--- src/rtl/pattern_sequencer_if.sv ---
// Command and channel-output bundle between the UART decoder, pattern_sequencer and the pins.
// master drives commands and observes the outputs; slave is the sequencer side.
interface pattern_sequencer_if #(
  parameter int DATA_BIT    = 32,
  parameter int CHANNEL_NUM = 16
);
  logic                   cmd_valid_i;
  logic [DATA_BIT-1:0]    output_pattern_i;
  logic [DATA_BIT-1:0]    freq_pattern_i;
  logic [3:0]             sel_out_i;
  logic                   mode_i;
  logic                   start_i;
  logic                   stop_i;
  logic [CHANNEL_NUM-1:0] serial_o;
  logic                   busy_o;
  logic                   bit_tick_o;
  logic                   done_tick_o;
  logic                   err_tick_o;

  modport master (
    output cmd_valid_i, output_pattern_i, freq_pattern_i, sel_out_i, mode_i, start_i, stop_i,
    input  serial_o, busy_o, bit_tick_o, done_tick_o, err_tick_o
  );

  modport slave (
    input  cmd_valid_i, output_pattern_i, freq_pattern_i, sel_out_i, mode_i, start_i, stop_i,
    output serial_o, busy_o, bit_tick_o, done_tick_o, err_tick_o
  );
endinterface

--- src/rtl/pattern_sequencer.sv ---
// Emits one latched pattern bit-serially onto a selected channel; first bit appears the cycle after acceptance.
// Bit order is LSB first unless SEQ_MSB_FIRST_EN is defined (then MSB first).
module pattern_sequencer #(
  parameter int DATA_BIT    = 32,
  parameter int CHANNEL_NUM = 16,
  parameter int DIV_BIT     = 8,
  parameter int HIGH_DIV    = 10,
  parameter int LOW_DIV     = 40
) (
  input  logic              clk_i,
  input  logic              rst_i,
  pattern_sequencer_if.slave bus
);

  typedef enum logic [1:0] {
    S_IDLE = 2'd0,
    S_RUN  = 2'd1,
    S_DONE = 2'd2
  } state_t;

  localparam int                 IDX_W     = $clog2(DATA_BIT);
  localparam logic [DIV_BIT-1:0] HIGH_LOAD = DIV_BIT'(HIGH_DIV - 1);
  localparam logic [DIV_BIT-1:0] LOW_LOAD  = DIV_BIT'(LOW_DIV - 1);

  // The shift/freq registers rotate so the bit being emitted always sits at HEAD;
  // after DATA_BIT rotations they hold the original pattern again, which makes repeat free.
`ifdef SEQ_MSB_FIRST_EN
  localparam int               HEAD      = DATA_BIT - 1;
  localparam logic [IDX_W-1:0] IDX_FIRST = IDX_W'(DATA_BIT - 1);
  localparam logic [IDX_W-1:0] IDX_LAST  = '0;
`else
  localparam int               HEAD      = 0;
  localparam logic [IDX_W-1:0] IDX_FIRST = '0;
  localparam logic [IDX_W-1:0] IDX_LAST  = IDX_W'(DATA_BIT - 1);
`endif

  state_t                 r_state;
  logic [DATA_BIT-1:0]    r_shift;
  logic [DATA_BIT-1:0]    r_freq;
  logic [3:0]             r_ch;
  logic                   r_mode;
  logic [IDX_W-1:0]       r_idx;
  logic [DIV_BIT-1:0]     r_cnt;
  logic [CHANNEL_NUM-1:0] r_serial;
  logic                   r_busy;
  logic                   r_bit_tick;
  logic                   r_done_tick;
  logic                   r_err_tick;

  state_t                 w_state;
  logic [DATA_BIT-1:0]    w_shift;
  logic [DATA_BIT-1:0]    w_freq;
  logic [3:0]             w_ch;
  logic                   w_mode;
  logic [IDX_W-1:0]       w_idx;
  logic [DIV_BIT-1:0]     w_cnt;
  logic [CHANNEL_NUM-1:0] w_serial;
  logic                   w_bit_tick;
  logic                   w_err_tick;

  logic [DATA_BIT-1:0]    w_shift_rot;
  logic [DATA_BIT-1:0]    w_freq_rot;
  logic [IDX_W-1:0]       w_idx_adv;
  logic                   w_cmd_stop;
  logic                   w_cmd_start;
  logic                   w_sel_bad;

`ifdef SEQ_MSB_FIRST_EN
  assign w_shift_rot = {r_shift[DATA_BIT-2:0], r_shift[DATA_BIT-1]};
  assign w_freq_rot  = {r_freq[DATA_BIT-2:0], r_freq[DATA_BIT-1]};
  assign w_idx_adv   = r_idx - 1'b1;
`else
  assign w_shift_rot = {r_shift[0], r_shift[DATA_BIT-1:1]};
  assign w_freq_rot  = {r_freq[0], r_freq[DATA_BIT-1:1]};
  assign w_idx_adv   = r_idx + 1'b1;
`endif

  assign w_cmd_stop  = bus.cmd_valid_i & bus.stop_i;
  assign w_cmd_start = bus.cmd_valid_i & bus.start_i & ~bus.stop_i;
  assign w_sel_bad   = (int'(bus.sel_out_i) >= CHANNEL_NUM);

  function automatic logic [CHANNEL_NUM-1:0] chan_vec(input logic [3:0] ch, input logic b);
    logic [CHANNEL_NUM-1:0] v;
    v = '0;
    for (int c = 0; c < CHANNEL_NUM; c++) begin
      v[c] = b && (int'(ch) == c);
    end
    return v;
  endfunction

  function automatic logic [DIV_BIT-1:0] load_of(input logic f);
    return f ? HIGH_LOAD : LOW_LOAD;
  endfunction

  always_comb begin
    w_state    = r_state;
    w_shift    = r_shift;
    w_freq     = r_freq;
    w_ch       = r_ch;
    w_mode     = r_mode;
    w_idx      = r_idx;
    w_cnt      = r_cnt;
    w_serial   = r_serial;
    w_bit_tick = 1'b0;
    w_err_tick = 1'b0;

    case (r_state)
      S_IDLE, S_DONE: begin
        w_state  = S_IDLE;
        w_serial = '0;
        if (w_cmd_start) begin
          if (w_sel_bad) begin
            w_err_tick = 1'b1;
          end else begin
            w_state    = S_RUN;
            w_shift    = bus.output_pattern_i;
            w_freq     = bus.freq_pattern_i;
            w_ch       = bus.sel_out_i;
            w_mode     = bus.mode_i;
            w_idx      = IDX_FIRST;
            w_cnt      = load_of(bus.freq_pattern_i[HEAD]);
            w_serial   = chan_vec(bus.sel_out_i, bus.output_pattern_i[HEAD]);
            w_bit_tick = 1'b1;
          end
        end
      end

      S_RUN: begin
        if (w_cmd_stop) begin
          w_state  = S_DONE;
          w_serial = '0;
        end else begin
          // A start while running is refused; the active pattern keeps going untouched.
          w_err_tick = w_cmd_start;
          if (r_cnt != '0) begin
            w_cnt = r_cnt - 1'b1;
          end else if ((r_idx == IDX_LAST) && !r_mode) begin
            w_state  = S_DONE;
            w_serial = '0;
          end else begin
            w_idx      = (r_idx == IDX_LAST) ? IDX_FIRST : w_idx_adv;
            w_shift    = w_shift_rot;
            w_freq     = w_freq_rot;
            w_cnt      = load_of(w_freq_rot[HEAD]);
            w_serial   = chan_vec(r_ch, w_shift_rot[HEAD]);
            w_bit_tick = 1'b1;
          end
        end
      end

      default: begin
        w_state  = S_IDLE;
        w_serial = '0;
      end
    endcase
  end

  always_ff @(posedge clk_i) begin
    if (rst_i) begin
      r_state     <= S_IDLE;
      r_shift     <= '0;
      r_freq      <= '0;
      r_ch        <= '0;
      r_mode      <= 1'b0;
      r_idx       <= '0;
      r_cnt       <= '0;
      r_serial    <= '0;
      r_busy      <= 1'b0;
      r_bit_tick  <= 1'b0;
      r_done_tick <= 1'b0;
      r_err_tick  <= 1'b0;
    end else begin
      r_state     <= w_state;
      r_shift     <= w_shift;
      r_freq      <= w_freq;
      r_ch        <= w_ch;
      r_mode      <= w_mode;
      r_idx       <= w_idx;
      r_cnt       <= w_cnt;
      r_serial    <= w_serial;
      r_busy      <= (w_state == S_RUN);
      r_bit_tick  <= w_bit_tick;
      r_done_tick <= (w_state == S_DONE);
      r_err_tick  <= w_err_tick;
    end
  end

  assign bus.serial_o    = r_serial;
  assign bus.busy_o      = r_busy;
  assign bus.bit_tick_o  = r_bit_tick;
  assign bus.done_tick_o = r_done_tick;
  assign bus.err_tick_o  = r_err_tick;

endmodule

--- src/flat_wrapper.sv ---
// flat-port wrapper written by rule: the top's interface ports become plain ports
module pattern_sequencer_flat 
#(
  parameter int DATA_BIT    = 32,
  parameter int CHANNEL_NUM = 16,
  parameter int DIV_BIT     = 8,
  parameter int HIGH_DIV    = 10,
  parameter int LOW_DIV     = 40
)
  (clk_i, rst_i, bus_cmd_valid_i, bus_output_pattern_i, bus_freq_pattern_i, bus_sel_out_i, bus_mode_i, bus_start_i, bus_stop_i, bus_serial_o, bus_busy_o, bus_bit_tick_o, bus_done_tick_o, bus_err_tick_o);
  pattern_sequencer_if #(.DATA_BIT(DATA_BIT), .CHANNEL_NUM(CHANNEL_NUM)) bus_i ();
  input  logic clk_i;
  input  logic rst_i;
  input wire logic [$bits(bus_i.cmd_valid_i)-1:0] bus_cmd_valid_i;
  input wire logic [$bits(bus_i.output_pattern_i)-1:0] bus_output_pattern_i;
  input wire logic [$bits(bus_i.freq_pattern_i)-1:0] bus_freq_pattern_i;
  input wire logic [$bits(bus_i.sel_out_i)-1:0] bus_sel_out_i;
  input wire logic [$bits(bus_i.mode_i)-1:0] bus_mode_i;
  input wire logic [$bits(bus_i.start_i)-1:0] bus_start_i;
  input wire logic [$bits(bus_i.stop_i)-1:0] bus_stop_i;
  output wire logic [$bits(bus_i.serial_o)-1:0] bus_serial_o;
  output wire logic [$bits(bus_i.busy_o)-1:0] bus_busy_o;
  output wire logic [$bits(bus_i.bit_tick_o)-1:0] bus_bit_tick_o;
  output wire logic [$bits(bus_i.done_tick_o)-1:0] bus_done_tick_o;
  output wire logic [$bits(bus_i.err_tick_o)-1:0] bus_err_tick_o;
  assign bus_i.cmd_valid_i = bus_cmd_valid_i;
  assign bus_i.output_pattern_i = bus_output_pattern_i;
  assign bus_i.freq_pattern_i = bus_freq_pattern_i;
  assign bus_i.sel_out_i = bus_sel_out_i;
  assign bus_i.mode_i = bus_mode_i;
  assign bus_i.start_i = bus_start_i;
  assign bus_i.stop_i = bus_stop_i;
  assign bus_serial_o = bus_i.serial_o;
  assign bus_busy_o = bus_i.busy_o;
  assign bus_bit_tick_o = bus_i.bit_tick_o;
  assign bus_done_tick_o = bus_i.done_tick_o;
  assign bus_err_tick_o = bus_i.err_tick_o;
  pattern_sequencer #(.DATA_BIT(DATA_BIT), .CHANNEL_NUM(CHANNEL_NUM), .DIV_BIT(DIV_BIT), .HIGH_DIV(HIGH_DIV), .LOW_DIV(LOW_DIV)) u_core (.clk_i(clk_i), .rst_i(rst_i), .bus(bus_i));
endmodule
--- config.mk ---
export PLATFORM = sky130hd
export DESIGN_NAME = pattern_sequencer_flat
export DESIGN_NICKNAME = d
export VERILOG_FILES = /design/src/rtl/pattern_sequencer_if.sv /design/src/rtl/pattern_sequencer.sv /design/src/flat_wrapper.sv
export SDC_FILE = /design/constraint.sdc
export NUM_CORES = 1
export LEC_CHECK = 0
export CELL_PAD_IN_SITES_DETAIL_PLACEMENT = 1
export CELL_PAD_IN_SITES_GLOBAL_PLACEMENT = 1
export CORE_ASPECT_RATIO = 2
export CORE_MARGIN = 1.5
export CORE_UTILIZATION = 36
export DETAILED_ROUTE_END_ITERATION = 7
export GPL_TIMING_DRIVEN = 0
export PLACE_DENSITY_LB_ADDON = 0.15
export SYNTH_ARGS = -nofsm -noshare
export SYNTH_HDL_FRONTEND = slang
export SYNTH_SLANG_ARGS = --single-unit
--- constraint.sdc ---
create_clock -name clk_i -period 2.4 [get_ports clk_i]
set_input_delay 0.48 -clock clk_i [delete_from_list [all_inputs] [get_ports clk_i]]
set_output_delay 0.48 -clock clk_i [all_outputs]
set_load 0.02 [all_outputs]
==> flow_summary.toml <==
[status]
status = "finished, final reports clean"

[power_and_ir_drop]
p_leak_uw = 0.002671
swShare_pct = 30.16
total_power_uw = 4323
p_sw_uw = 1304
power_frac_comb_pct = 21.7
power.internal_uw = 3019
pwr-share-clk_pct = 33.4
power_density_mw_per_mm2 = 632.1
p_seq_share_pct = 44.9
vdd_drop_max_mv = 0.3440

[sta]
slew_headroom_pct = 50.98
final-setup-viol-count = 0
rsz0062_at_grt = "true"
slew_violations = 0
fin_crit_sh_pct = 97.66
fin_setup_tns_ns = 0
hold-worst-slack_ns = 0.4531
tightest_slew_ns = 0.7353
finalClockSkew_ns = 0.01296
max_freq_mhz = 426.6
min_period_ns = 2.344
hold_viol_final = 0

[global_route]
grt_pass1_vias = 4970
grt_usage_pct = 21.34
grt_remaining_overflow = 0
antenna_found_initial = 0
grt_max_degree = 18
grt_pass1_wl_microns = 25030

[floorplan]
rows = 61
dieArea_sq_mm = 0.01506
core_area_sq_mm = 0.01397
dieWidth_microns = 87.53
fp.dieH_microns = 172.1
io_pins = 94
start_util_pct = 36.84

[clock_network]
cts_tree = "yes"
clkSlewWorstSetupHoldPaths_ns = 0.07
cts_inserted_buffers = 9
clock_latency_ns = 0.35
htree_levels = 3
numClockSinks = 104
clockRootBuffer = "clkbuf_16"
cts_buffer_depth = 2
hold_buffers = 0

[setup_path]
crit_arrival_ns = 2.59
reg2reg_depth = 6
reg2reg_from = "u_core.r_cnt[0]$_SDFFE_PP0P_"
end_kind = "flip-flop"
crit_slowest_cell = "or4_1"
critPathLaunchType = "flip-flop"
cp_num_cells = 6
crit_chain = "inv_1 -> ha_2 -> nor3b_4 -> nand2_1 -> or4_1 -> o311ai_1"
crit_type = "flip-flop to flip-flop"
r2r_slack_ns = 0.06
worst-path-buf-inv = 1
path_max_fanout = 6
r2r-end = "u_core.r_idx[3]$_SDFFE_PP0P_"
worstPathRequired_ns = 2.65
crit_path_max_incr_delay_ns = 0.60
critPathTopFamily = "simple AND/OR/NAND/NOR gates"

[finish]
area_delta_synth_final_pct = 32.93
fin_util_pct = 48.97
fin_cells = 833
diodes = 0
nNetsFinal = 716
drive_gt1_share_pct = 18.17

[worst_hold_path]
holdPathEnd = "u_core.bus.serial_o[7]$_SDFFE_PP0P_"
hp-start = "u_core.bus.serial_o[7]$_SDFFE_PP0P_"
min_path_type = "flip-flop to flip-flop"
hold_depth = 2

[synthesis]
yosysWarnings = 0
synth_edf_count = 0
synth.avg_cell_area_sq_um = 9.689
ys.flop_type = "dfxtp_1"
synth_top_family_by_area = "compound AO/OA/AOI/OAI gates"
synth.distinct_cells = 54
ys_ff_latch = 104
synth-xor-area-share_pct = 0
synth_mux_area_share_pct = 13.62
synth_top_area_share_pct = 40.47
synth-simple-area-share_pct = 10.55
synth-compound-area-share_pct = 29.86
async_flop_share_pct = 0
syn_inst = 531
synth_area_leaders = "dfxtp_1 (40%), mux2i_1 (14%), a211oi_2 (12%), a21oi_1 (7.4%), o21ai_0 (2.3%)"
syn_area_sq_mm = 0.005145
syn_nets = 608
yosysSeqAreaShare_pct = 40.47
synth_fa_ha_area_share_pct = 0.7296
yosysTopAreaCell = "dfxtp_1"

[flow_run]
drv_cap = 0

[drt]
dr.pass1.iters = 4
route.detailed.drc = 0
vias = 4598
routed_wl_microns = 15510
wl_per_cell_microns = 18.61
drt_iter0_drc = 153
routed_via_density = 5.520
ant_nets = 0

[placed_design]
io_buffer_count = 92
dpl.hpwl_microns = 11630
routabilityCongestion = 0.8591
place_inst = 812
==> synth_stat cells, drive strengths merged, types with 3 or more instances <==
library cell / instances
nand2b: 4
nor2b: 6
a22oi: 11
dfxtp: 104
or4: 4
buf: 20
nand4: 3
o21ai: 25
mux2i: 70
a21oi: 76
and3: 3
a32oi: 4
nor2: 18
ha: 3
nand3: 5
or4b: 3
a211oi: 64
inv: 3
nor3: 7
clkbuf: 27
nor4: 4
nand2: 32
==> layout by cell type (no fill, tap or decap), types with 3 or more instances in the layout <==
cell type,instances
clkbuf_1,18
a211oi_1,15
a211oi_2,49
nor3_1,7
nand2_1,32
nand2b_1,4
clkbuf_16,11
clkbuf_2,9
clkdlybuf4s50_1,92
buf_2,5
inv_1,3
dfxtp_1,102
nor2_1,17
buf_8,5
a32oi_1,4
nand3_1,5
a22oi_1,11
or4_1,4
clkbuf_4,5
o21ai_0,23
nand4_1,3
a21oi_1,75
or4b_2,3
nor2b_1,6
nor4_4,3
mux2i_1,70
buf_4,5
==> state kept, by name (all words and copies together), names as in the netlist, 2 cells and up <==
name and count:
u_core.bus.serial_o 16, u_core.r_ch 4, u_core.r_cnt 8, u_core.r_freq 32, u_core.r_idx 5, u_core.r_shift 32, u_core.r_state 2
==> through the flow <==
| step | setup slack (ns) | instance area [sq um] |
|---|---|---|
| final | 0.05614 | 6839 |
| after global routing | -0.04049 | 6839 |
| after CTS | 0.0001110 | 6691 |
| after detailed placement | -0.7084 | 6302 |
| after global placement | -0.6533 | 6302 |
| after floorplan | 0.01259 | 5145 |
==> cell families (layout without fill, tap and decap cells) <==
logic type               count (synthesis)  count (layout)
multiplexers                            70              70
adder cells (fa/ha/maj)                  3               3
flip-flops                             104             104
AO/OA/AOI/OAI                          202             202
buffers and inverters                   50             163
AND/OR/NAND/NOR                        102             102
==> worst min-delay path, delay by kind of cell, from the launching register on <==
family / cells / cell delay [ns]
DFF: 1 / 0.33
and+or+nand+nor: 1 / 0.04
AOI/OAI and AO/OA: 1 / 0.05
==> area by class of cell <==
cell class,count,area (sq um)
buffer,46,289.0
clock buffer,11,242.7
clock inverter,5,38.79
fill,1602,7128
inverter,3,11.26
multi-input combinational,377,2938
sequential,104,2085
tap,189,236.5
timing repair buffer,98,998.5
==> power groups by stage <==
stage	registers, uW	clock network, uW	logic [uW]
6_report	1940	1440	937
4_1_cts	1940	1480	910
3_3_place_gp	1970	0	850
5_1_grt	1960	1550	1020
2_1_floorplan	1950	0	583
3_5_place_dp	1980	0	882
==> timing repair <==
action | 4_1_cts | 5_1_grt
hold endpoints to repair | 0 | 0
pin swaps | 3 | 20
endpoints found under the setup margin | 94 | 79
gates cloned | 1 | 2
gates resized for setup | 18 | 37
buffers inserted | 2 | 1
==> layer usage <==
metal	vias to the layer above	wire length (microns)	part of all wire, %	track usage (%)
met5	-	0	0	0
met4	0	417	2.7	8.489
met3	27	415	2.7	3.628
met2	94	8897	57	41.77
met1	2248	5774	37	21.48
li1	2229	-	-	-
==> how the worst max path moves through the flow <==
stage	start	endpoint	slack (ns)
6_report	u_core.r_cnt[0]$_SDFFE_PP0P_	u_core.r_idx[3]$_SDFFE_PP0P_	0.06
3_5_place_dp	u_core.r_idx[0]$_SDFFE_PP0P_	u_core.bus.serial_o[14]$_SDFFE_PP0P_	-0.71
2_1_floorplan	u_core.r_idx[0]$_SDFFE_PP0P_	u_core.bus.serial_o[12]$_SDFFE_PP0P_	0.01
4_1_cts	u_core.r_state[1]$_SDFF_PP0_	u_core.r_cnt[2]$_SDFFE_PP0P_	0.0001
5_1_grt	u_core.r_cnt[0]$_SDFFE_PP0P_	u_core.r_idx[3]$_SDFFE_PP0P_	-0.04
3_3_place_gp	u_core.r_idx[0]$_SDFFE_PP0P_	u_core.bus.serial_o[14]$_SDFFE_PP0P_	-0.65
No activity file was read; power rests on OpenSTA's default activity.
